===== src/rtl/ps2_kb_rx_if.sv =====
// Bundle of PS/2 pins and the decoded key-event outputs of ps2_kb_rx.
// kb_code is a held value. kb_strobe and frame_err are single-cycle pulses with no ready/backpressure.
// The consumer may sample kb_code in any cycle.
interface ps2_kb_rx_if;
  logic        ps2_clk;
  logic        ps2_data;
  logic [15:0] kb_code;
  logic        kb_strobe;
  logic        frame_err;
  logic [1:0]  fsm_state;

  modport master (
    output ps2_clk, ps2_data,
    input  kb_code, kb_strobe, frame_err, fsm_state
  );

  modport slave (
    input  ps2_clk, ps2_data,
    output kb_code, kb_strobe, frame_err, fsm_state
  );
endinterface


===== src/rtl/ps2_kb_rx.sv =====
// PS/2 keyboard receiver. It synchronises and glitch-filters the PS/2 lines and deframes 11-bit frames.
// E0/F0 prefixes are folded into a single 16-bit key-event word.
module ps2_kb_rx #(
  parameter int FILTER_LEN  = 8,
  parameter int TIMEOUT_CYC = 100000
) (
  input  logic         clk,
  input  logic         rst,
  ps2_kb_rx_if.slave   bus
);
  localparam int TW = (TIMEOUT_CYC > 2) ? $clog2(TIMEOUT_CYC) : 1;

  typedef enum logic [1:0] {IDLE = 2'd0, DATA = 2'd1, PARITY = 2'd2, STOP = 2'd3} state_t;

  logic          clk_s1, clk_s2, dat_s1, dat_s2;
  logic          clk_filt, clk_filt_q;
  logic [7:0]    filt_cnt;
  logic          fall;
  logic          timeout_hit;

  state_t        state;
  logic [2:0]    bitcnt;
  logic [7:0]    shreg;
  logic          par;
  logic          brk_pend, ext_pend;
  logic [TW-1:0] tcnt;
  logic [15:0]   kb_code;
  logic          kb_strobe, frame_err;

  always_ff @(posedge clk) begin
    if (rst) begin
      clk_s1     <= 1'b1;
      clk_s2     <= 1'b1;
      dat_s1     <= 1'b1;
      dat_s2     <= 1'b1;
      clk_filt   <= 1'b1;
      clk_filt_q <= 1'b1;
      filt_cnt   <= 8'd0;
    end else begin
      clk_s1     <= bus.ps2_clk;
      clk_s2     <= clk_s1;
      dat_s1     <= bus.ps2_data;
      dat_s2     <= dat_s1;
      clk_filt_q <= clk_filt;
      // The filtered clock only follows after FILTER_LEN consecutive disagreeing cycles.
      if (clk_s2 != clk_filt) begin
        if (filt_cnt == 8'(FILTER_LEN - 1)) begin
          clk_filt <= clk_s2;
          filt_cnt <= 8'd0;
        end else begin
          filt_cnt <= filt_cnt + 8'd1;
        end
      end else begin
        filt_cnt <= 8'd0;
      end
    end
  end

  assign fall        = clk_filt_q & ~clk_filt;
  assign timeout_hit = (state != IDLE) && (tcnt == TW'(TIMEOUT_CYC - 1));

  always_ff @(posedge clk) begin
    if (rst) begin
      state     <= IDLE;
      bitcnt    <= 3'd0;
      shreg     <= 8'd0;
      par       <= 1'b0;
      brk_pend  <= 1'b0;
      ext_pend  <= 1'b0;
      tcnt      <= '0;
      kb_code   <= 16'd0;
      kb_strobe <= 1'b0;
      frame_err <= 1'b0;
    end else begin
      kb_strobe <= 1'b0;
      frame_err <= 1'b0;
      if (state == IDLE || fall) tcnt <= '0;
      else                       tcnt <= tcnt + TW'(1);

      // A timeout takes priority over a fall in the same cycle.
      if (timeout_hit) begin
        state     <= IDLE;
        frame_err <= 1'b1;
        brk_pend  <= 1'b0;
        ext_pend  <= 1'b0;
        tcnt      <= '0;
      end else if (fall) begin
        case (state)
          IDLE: begin
            if (!dat_s2) begin
              state  <= DATA;
              bitcnt <= 3'd0;
            end
          end
          DATA: begin
            shreg  <= {dat_s2, shreg[7:1]};
            bitcnt <= bitcnt + 3'd1;
            if (bitcnt == 3'd7) state <= PARITY;
          end
          PARITY: begin
            par   <= dat_s2;
            state <= STOP;
          end
          STOP: begin
            state <= IDLE;
            if (dat_s2 && (^shreg ^ par)) begin
              if (shreg == 8'hE0) begin
                ext_pend <= 1'b1;
              end else if (shreg == 8'hF0) begin
                brk_pend <= 1'b1;
              end else begin
                kb_code   <= {brk_pend, ext_pend, 6'b0, shreg};
                kb_strobe <= 1'b1;
                brk_pend  <= 1'b0;
                ext_pend  <= 1'b0;
              end
            end else begin
              frame_err <= 1'b1;
              brk_pend  <= 1'b0;
              ext_pend  <= 1'b0;
            end
          end
          default: state <= IDLE;
        endcase
      end
    end
  end

  assign bus.kb_code   = kb_code;
  assign bus.kb_strobe = kb_strobe;
  assign bus.frame_err = frame_err;
  assign bus.fsm_state = state;
endmodule


===== src/flat_wrapper.sv =====
// flat-port wrapper written by rule: the top's interface ports become plain ports
module ps2_kb_rx_flat 
#(
  parameter int FILTER_LEN  = 8,
  parameter int TIMEOUT_CYC = 100000
)
  (clk, rst, bus_ps2_clk, bus_ps2_data, bus_kb_code, bus_kb_strobe, bus_frame_err, bus_fsm_state);
  ps2_kb_rx_if bus_i ();
  input  logic clk;
  input  logic rst;
  input wire logic [$bits(bus_i.ps2_clk)-1:0] bus_ps2_clk;
  input wire logic [$bits(bus_i.ps2_data)-1:0] bus_ps2_data;
  output wire logic [$bits(bus_i.kb_code)-1:0] bus_kb_code;
  output wire logic [$bits(bus_i.kb_strobe)-1:0] bus_kb_strobe;
  output wire logic [$bits(bus_i.frame_err)-1:0] bus_frame_err;
  output wire logic [$bits(bus_i.fsm_state)-1:0] bus_fsm_state;
  assign bus_i.ps2_clk = bus_ps2_clk;
  assign bus_i.ps2_data = bus_ps2_data;
  assign bus_kb_code = bus_i.kb_code;
  assign bus_kb_strobe = bus_i.kb_strobe;
  assign bus_frame_err = bus_i.frame_err;
  assign bus_fsm_state = bus_i.fsm_state;
  ps2_kb_rx #(.FILTER_LEN(FILTER_LEN), .TIMEOUT_CYC(TIMEOUT_CYC)) u_core (.clk(clk), .rst(rst), .bus(bus_i));
endmodule

===== config.mk =====
export PLATFORM = sky130hd
export DESIGN_NAME = ps2_kb_rx_flat
export DESIGN_NICKNAME = d
export VERILOG_FILES = /design/src/rtl/ps2_kb_rx_if.sv /design/src/rtl/ps2_kb_rx.sv /design/src/flat_wrapper.sv
export SDC_FILE = /design/constraint.sdc
export NUM_CORES = 1
export LEC_CHECK = 0
export ABC_CLOCK_PERIOD_IN_PS = 3600
export CORE_MARGIN = 4
export CORE_UTILIZATION = 60
export CTS_BUF_LIST = sky130_fd_sc_hd__clkbuf_4
export CTS_CLUSTER_DIAMETER = 80
export DETAILED_ROUTE_END_ITERATION = 8
export PLACE_DENSITY = 0.85
export SLEW_MARGIN = 20
export SYNTH_ARGS = -nofsm -noshare
export SYNTH_HDL_FRONTEND = slang
export SYNTH_SLANG_ARGS = --single-unit

===== constraint.sdc =====
create_clock -name clk -period 3.6 [get_ports clk]
set_clock_uncertainty 0.1 [all_clocks]
set_input_delay 0.9 -clock clk [delete_from_list [all_inputs] [get_ports clk]]
set_output_delay 0.9 -clock clk [all_outputs]
set_load 0.01 [all_outputs]

==> flow_summary_export.csv <==
group,metric,value,unit
status,outcome,"finished clean",
yosys,synth_common_cells,"dfxtp_1 (59), nor2_1 (41), inv_1 (15)",
yosys,ys_async_sr_fraction,0,%
clocking,ctsResizeCount,0,
timing,max_freq,397,MHz
setup_path,start_kind,"flip-flop",
global_route,grt_max_degree,29,
route,dr.pass1.iters,4,
power_and_ir_drop,power_density,354,nW/µm²
setup_path,worst_path_max_delay_cell,"or3_1",
clocking,hold_buffers,0,
global_route,grt_pass1_vias,1873,
yosys,synthDominantAreaCellType,"dfxtp_1",
global_route,grt_busiest_layer,"met2",
timing,tightest_slew,0.573,ns
yosys,ys_warn_count,0,
placed_design,place_inst,338,
route,routedWlPerCell,13.4,µm
yosys,yosysUniqueCellTypes,44,
timing,final-hold-violation-count,0,
timing,slew_violations,0,
floorplanning,rows,24,
final_layout,drive_above_1_share,11.3,%
global_route,grtUsageTotal,18.8,%
global_route,grt_pass1_wl,8010,µm
clocking,root_buffer,"clkbuf_4",
final_layout,fin_util,67.8,%
global_route,grt_util_met3,4.41,%
clocking,clockBufferDepth,2,
yosys,syn_inst,277,
setup_path,crit_type,"reg -> reg",
placed_design,io_buffers,17,
timing,min_period,2.52,ns
yosys,yosysMostFrequentCell,"dfxtp_1",
global_route,antenna_found_initial,0,
timing,period_share,69.9,%
setup_path,critPathRequiredTime,3.76,ns
floorplanning,die_h,75.0,µm
route,first_iter_violations,142,
timing,tns,0,ns
yosys,synth_ff_type,"dfxtp_1",
setup_path,critPathMaxStageDelay,0.50,ns
yosys,synth_edf_count,0,
setup_path,critPathCaptureType,"flip-flop",
timing,finalSetupViolations,0,
setup_path,reg2reg_slack,1.08,ns
setup_path,crit_chain,"inv_1, ha_1, nor4_1, nand3_1, o21ai_2, or3_1, nor2_1",
setup_path,crit_family,"simple AND/OR/NAND/NOR gates",
route,vias,1962,
yosys,syn_area_per_cell,9.73,µm²
yosys,synth-seq-cells,59,
route,vias_per_cell,5.54,
final_layout,final_nets,314,
setup_path,worst_ep_arrival_time,2.68,ns
setup_path,crit_fanout,17,
floorplanning,coreArea,4350,µm²
yosys,yosys-top-cells-area,"dfxtp_1 (44%), ha_1 (6.0%), nor2_1 (5.7%), xor2_1 (4.5%), mux2i_1 (4.1%)",
global_route,grt_use_met2,30.9,%
yosys,synth_top_area_share,43.8,%
run,drv_cap,0,
clocking,cts.sinks,59,
yosys,yosysSeqAreaShare,43.8,%
route,finalWirelength,4750,µm
clocking,clkSlewWorstSetupHoldPaths,0.09,ns
global_route,met1_usage,22.7,%
floorplanning,floorplan.initialDensity,61.9,%
clocking,cts_tree,"yes",
floorplanning,io_pins,24,
final_layout,syn_to_final_growth,9.42,%
clocking,ctsHtreeMaxLevel,3,
yosys,synth_area,2700,µm²
final_layout,diodes,0,
final_layout,fill_cells,334,
final_layout,area.sequential,1180,µm²
power_and_ir_drop,irDropWorstVdd,0.230,mV
timing,fin_ws,1.08,ns
power_and_ir_drop,leakage,0.00111,µW
final_layout,multiInputGateArea,1350,µm²
route,drc,0,
route,ant_nets,0,
global_route,grt_overflow_total,0,
timing,relSlewSlack,61.4,%
placed_design,dp_slack,1.10,ns
placed_design,gp_congestion,0.925,
timing,grt_setup_unrepaired,"no",
clocking,numCtsBuffers,9,
final_layout,finalNonFillerCells,354,
setup_path,path_buf_inv,1,
clocking,clk-insertion-delay-late,0.39,ns
placed_design,dp_hpwl,3470,µm
floorplanning,die_x,75.0,µm
floorplanning,die-area,5630,µm²
clocking,cts_setup_buffers,0,
worst_hold_path,hold_class,"reg -> reg",
-- state kept, by name, indices dropped and copies added (netlist names), 2 cells and up --
register	flops
u_core.bus.kb_code	10
u_core.bitcnt	3
u_core.filt_cnt	8
u_core.tcnt	17
u_core.bus.fsm_state	2
u_core.shreg	8
-- area by class of cell --
class                      count  share of cell area, %
inverter                      15                   1.91
timing repair buffer          20                   6.53
sequential                    59                   40.0
clock buffer                  11                   2.80
clock inverter                 5                  0.679
multi-input combinational    192                   45.8
tap                           52                   2.21
-- routing by layer --
metal	share of wire [%]	vias up
li1	-	986
met1	46	929
met2	49	34
met3	3.2	13
met4	1.7	0
met5	0	-
-- placed cells by master, fill, tap and decap left out, types with 2 or more instances in the layout --
master / netlist / layout
a21oi_1: 2 / 2
nor2_1: 41 / 41
or3_1: 2 / 2
clkdlybuf4s50_1: 0 / 17
buf_4: 9 / 3
conb_1: 1 / 6
nand2_1: 13 / 13
o211ai_1: 2 / 2
o32ai_1: 2 / 2
clkinv_1: 0 / 4
nor4b_1: 2 / 2
nand3_1: 14 / 14
xnor2_1: 9 / 9
inv_1: 15 / 15
and3_1: 4 / 4
nor4b_2: 4 / 4
nor4_1: 9 / 9
mux2i_1: 11 / 11
o21ai_0: 4 / 4
ha_1: 13 / 13
xor2_1: 14 / 14
o221a_2: 2 / 2
nand4_1: 3 / 3
or2_2: 6 / 6
clkbuf_4: 0 / 11
a31o_1: 10 / 10
dfxtp_1: 59 / 59
nor3_1: 3 / 3
-- logic make-up after synthesis --
kind of cell	Yosys count	share of synthesized area [%]
other	1	0.139
XOR/XNOR	25	8.96
multiplexers	11	4.08
adder cells (fa/ha/maj)	13	6.03
flip-flops	59	43.8
AND/OR/NAND/NOR	110	21.9
buffers and inverters	31	6.73
AO/OA/AOI/OAI	27	8.40
-- worst paths after layout --
check / end / cells after the start / from
worst max-delay path: u_core.tcnt[6] / 7 / u_core.bus.fsm_state[1]
worst min-delay path: u_core.dat_s2 / 1 / u_core.dat_s1
worst max register to register: u_core.tcnt[6] / 7 / u_core.bus.fsm_state[1]
worst min register to register: u_core.dat_s2 / 1 / u_core.dat_s1
-- worst register-to-register path, delay by kind of cell, from the launching register on --
kind,cells,cell delay (ns)
AO/OA/AOI/OAI,1,0.35
adder cells (fa/ha/maj),1,0.23
AND/OR/NAND/NOR,4,1.18
buffers and inverters,1,0.10
flip-flops,1,0.42
-- where the power goes --
part           total, µW  internal, µW  switching, µW
logic               20.9          6.95           13.9
clock network        368           148            221
registers            656           654           1.56
total               1050           809            236
-- through the flow --
step | hold slack (ns) | power [µW] | cell area [µm²]
after floorplan | 0.289 | 691 | 2720
after global placement | 0.297 | 691 | 2850
after detailed placement | 0.309 | 692 | 2850
after CTS | 0.331 | 1050 | 2950
after global routing | 0.334 | 1080 | 2950
final | 0.322 | 1050 | 2950
Power figures use the tool's default switching activity.
